===== src/rtl/alu_flag_unit.sv =====
// NZCV status register with ARM condition-code evaluation, a one-deep shadow
// copy for exception entry/exit, and a registered condition-pass result.
module alu_flag_unit #(
    parameter logic BYPASS  = 1'b1,
    parameter logic NV_PASS = 1'b0
) (
    input  logic       clk,
    input  logic       reset,
    input  logic       flag_we,
    input  logic [3:0] flag_mask,
    input  logic       alu_negative,
    input  logic       alu_zero,
    input  logic       alu_carry,
    input  logic       alu_overflow,
    input  logic       cond_valid,
    input  logic [3:0] cond_code,
    input  logic       stall,
    input  logic       flush,
    input  logic       save_req,
    input  logic       restore_req,
    output logic [3:0] nzcv,
    output logic       carry_to_alu,
    output logic       cond_pass,
    output logic       cond_out_valid
);

    logic [3:0] shadow;
    logic [3:0] alu_flags;
    logic [3:0] nzcv_next;
    logic [3:0] eval_flags;
    logic       eval_pass;

    function automatic logic cond_eval(input logic [3:0] f, input logic [3:0] cc);
        logic n, z, c, v;
        logic r;
        n = f[3];
        z = f[2];
        c = f[1];
        v = f[0];
        case (cc)
            4'h0:    r = z;
            4'h1:    r = !z;
            4'h2:    r = c;
            4'h3:    r = !c;
            4'h4:    r = n;
            4'h5:    r = !n;
            4'h6:    r = v;
            4'h7:    r = !v;
            4'h8:    r = c & !z;
            4'h9:    r = !c | z;
            4'hA:    r = (n == v);
            4'hB:    r = (n != v);
            4'hC:    r = !z & (n == v);
            4'hD:    r = z | (n != v);
            4'hE:    r = 1'b1;
            default: r = NV_PASS;
        endcase
        return r;
    endfunction

    assign alu_flags = {alu_negative, alu_zero, alu_carry, alu_overflow};

    // Restore outranks a flag write arriving in the same cycle.
    always_comb begin
        nzcv_next = nzcv;
        if (restore_req) begin
            nzcv_next = shadow;
        end else if (flag_we) begin
            nzcv_next = (alu_flags & flag_mask) | (nzcv & ~flag_mask);
        end
    end

    assign eval_flags   = (BYPASS && (flag_we || restore_req)) ? nzcv_next : nzcv;
    assign eval_pass    = cond_eval(eval_flags, cond_code);
    // Deliberately taken from the register, never the bypass path.
    assign carry_to_alu = nzcv[1];

    always_ff @(posedge clk) begin
        if (reset) begin
            nzcv           <= 4'b0000;
            shadow         <= 4'b0000;
            cond_pass      <= 1'b0;
            cond_out_valid <= 1'b0;
        end else if (!stall) begin
            nzcv           <= nzcv_next;
            if (save_req) begin
                shadow <= nzcv;
            end
            cond_out_valid <= cond_valid & !flush;
            cond_pass      <= cond_valid & !flush & eval_pass;
        end
    end

endmodule

===== config.mk =====
export PLATFORM = sky130hd
export DESIGN_NAME = alu_flag_unit
export DESIGN_NICKNAME = d
export VERILOG_FILES = /design/src/rtl/alu_flag_unit.sv
export SDC_FILE = /design/constraint.sdc
export NUM_CORES = 1
export LEC_CHECK = 0
export ABC_AREA = 1
export CAP_MARGIN = 10
export CORE_MARGIN = 5
export CORE_UTILIZATION = 45
export CTS_BUF_LIST = sky130_fd_sc_hd__clkbuf_16
export CTS_CLUSTER_SIZE = 14
export DETAILED_ROUTE_END_ITERATION = 8
export GPL_TIMING_DRIVEN = 0
export PLACE_DENSITY = 0.76
export SLEW_MARGIN = 10
export SYNTH_ARGS = -nofsm -noshare
export SYNTH_HDL_FRONTEND = slang
export SYNTH_SLANG_ARGS = --single-unit

===== constraint.sdc =====
create_clock -name clk -period 1.4 [get_ports clk]
set_input_delay 0.21 -clock clk [delete_from_list [all_inputs] [get_ports clk]]
set_output_delay 0.21 -clock clk [all_outputs]
set_load 0.1 [all_outputs]

==> out/metrics.yaml <==
cts_hold_buf: 0
finalHoldViolations: 0
ys_ff_latch: 10
power.total_uw: 1180
seqCellArea_um2: 215
min_path_cells: 2
worstSetupStartpointType: "flip-flop"
rsz0062_at_grt: "true"
die_w_um: 52.8
dieArea_mm2: 0.00279
vias: 940
syn_area_per_cell_um2: 5.97
gp_congestion: 0.818
yosysMostFrequentCell: "nand2_1"
setup_viol_count_final: 0
row_count: 15
port-buffer-count: 24
tns_ns: 0
synth_top_area_share_pct: 24.3
period_minus_slack_ns: 1.37
dp_hpwl_mm: 1.61
antenna_found_initial: 0
drt-total-wl_mm: 2.31
maxSlewViolCount: 0
hold_path.class: "in -> reg"
slew_headroom_pct: 63.5
dp_slack_ns: -0.380
fin_ws_ns: 0.0336
synthesis.nets: 158
h-tree-depth: 1
drive_above_1_share_pct: 33.9
clk_pin_slew_ns: 0.04
cts_buffer_depth: 2
max_freq_mhz: 732
cp_max_fo: 3
cp.required_ns: 1.52
chipHeight_um: 52.8
yosys.cell_types.count: 21
worstSetupEndpointType: "flip-flop"
clock_latency_ns: 0.24
reg2regPathDepth: 12
vias_per_cell: 4.87
cts.sinks: 10
power_density_mw_per_mm2: 924
final.fill_count: 140
syn_inst: 138
min_period_over_period_pct: 97.6
status: "completed"
drc: 0
syn_area_um2: 823
cp_data_arrival_time_ns: 1.49
wire_per_inst_um: 12.0
area_growth_pct: 55.5
path_class: "reg -> reg"
grt_max_degree: 11
synth_top_area_cell: "dfxtp_1"
grt_first_pass_wirelength_mm: 3.53
ys_async_sr_fraction_pct: 0
fin_nets: 190
ant_nets: 0
drt_iter0_markers: 17
grt_overflow_total: 0
drt_first_pass_iters: 4
cts_tree: "done"
worst_pin_slew_ns: 0.549
drv_cap: 0
diodes: 0
track_usage_pct: 17.0
synth_common_cells: "34 x nand2_1, 26 x inv_1, 13 x nand3_1, 13 x nor2_1, 10 x dfxtp_1"
ys.flop_type: "dfxtp_1"
numCtsBuffers: 3
multiInputGateArea_um2: 556
ios: 27
clock-root-buffer: "clkbuf_16"
finish.utilization_pct: 74.1
start_util_pct: 47.7
grt_pass1_vias: 885
synth_warnings: 0
synth_area_leaders: "dfxtp_1 24%, nand2_1 16%, inv_1 12%"
ir_drop_v: 0.000799
coreArea_mm2: 0.00173
seq_area_frac_synth_pct: 24.3
synth-edff-count: 0
p_leak_uw: 0.000684
fin_skew_ns: 0.00283
==> kinds of logic after synthesis <==
family,count (synthesis),share of synthesized area (%)
AOI/OAI and AO/OA,15,10.8
buffers and inverters,34,17.2
DFF,10,24.3
and+or+nand+nor,79,47.7
==> registers in the layout, summed over array words and instances, names as in the netlist <==
name            cells
nzcv                4
shadow              4
cond_out_valid      1
cond_pass           1
==> worst max-delay path: stages (launching register included) <==
cell     delay, ns
dfxtp_4       0.33
inv_1         0.10
nand2_1       0.08
nand3_2       0.10
nand2_2       0.08
nand2_1       0.06
nand2_1       0.05
nor2_1        0.09
nand2_1       0.07
nor2_1        0.09
nand3_1       0.08
nand2_1       0.07
a21oi_2       0.05
==> cell usage in the layout, fill, tap and decap left out, drive strengths merged <==
master / n
nand4: 1
nand3: 18
a21oi: 7
buf: 7
nor3: 2
inv: 30
clkdlybuf4s15: 6
nand3b: 1
dfxtp: 10
clkbuf: 5
dlymetal6s2s: 3
clkdlybuf4s50: 6
nor4: 1
a211oi: 4
nor2: 13
o21ai: 4
nand2: 43
dlygate4sd2: 7
==> area by class of cell <==
cell class / count / share of cell area (%)
Timing Repair Buffer: 27 / 20.4
Inverter: 30 / 8.80
Tap cell: 25 / 2.44
Sequential cell: 10 / 16.8
Clock buffer: 3 / 5.87
Multi-Input combinational cell: 94 / 43.4
Buffer: 4 / 2.25
==> metrics by stage <==
stage	cell area (um^2)	hold slack (ns)	instances
after CTS	1220	0.289	192
after global placement	1110	0.446	187
final	1280	0.288	193
after global routing	1280	0.321	193
after detailed placement	1110	0.449	187
after floorplan	838	0.396	138
==> metal layers <==
metal / vias to the layer above / routed length, um / part of all wire, % / track usage [%]
met2: 40 / 1070 / 47 / 30.2
met3: 4 / 229 / 9.9 / 4.84
met4: 0 / 34 / 1.5 / 5.11
li1: 499 / - / - / -
met1: 397 / 970 / 42 / 19.4
met5: - / 0 / 0 / 0
==> what timing repair did <==
action                                  CTS  global route
endpoints found under the hold margin     0             0
pin swaps                                10             9
endpoints found under the setup margin    8             1
cloned                                    0             0
setup buffers                             2             1
resized for setup                        38            16
==> report_power, final <==
part,internal (uW),switching (uW)
Combinational,128,246
Clock,370,127
Sequential,302,9.66
==> worst paths after layout <==
| path | from | endpoint | slack, ns |
|---|---|---|---|
| max | nzcv[2] | cond_pass | 0.03 |
| min | reset | cond_pass | 0.29 |
| max reg2reg | nzcv[2] | cond_pass | 0.03 |
| min reg2reg | cond_out_valid | cond_out_valid | 0.45 |
Power figures use the tool's default switching activity.
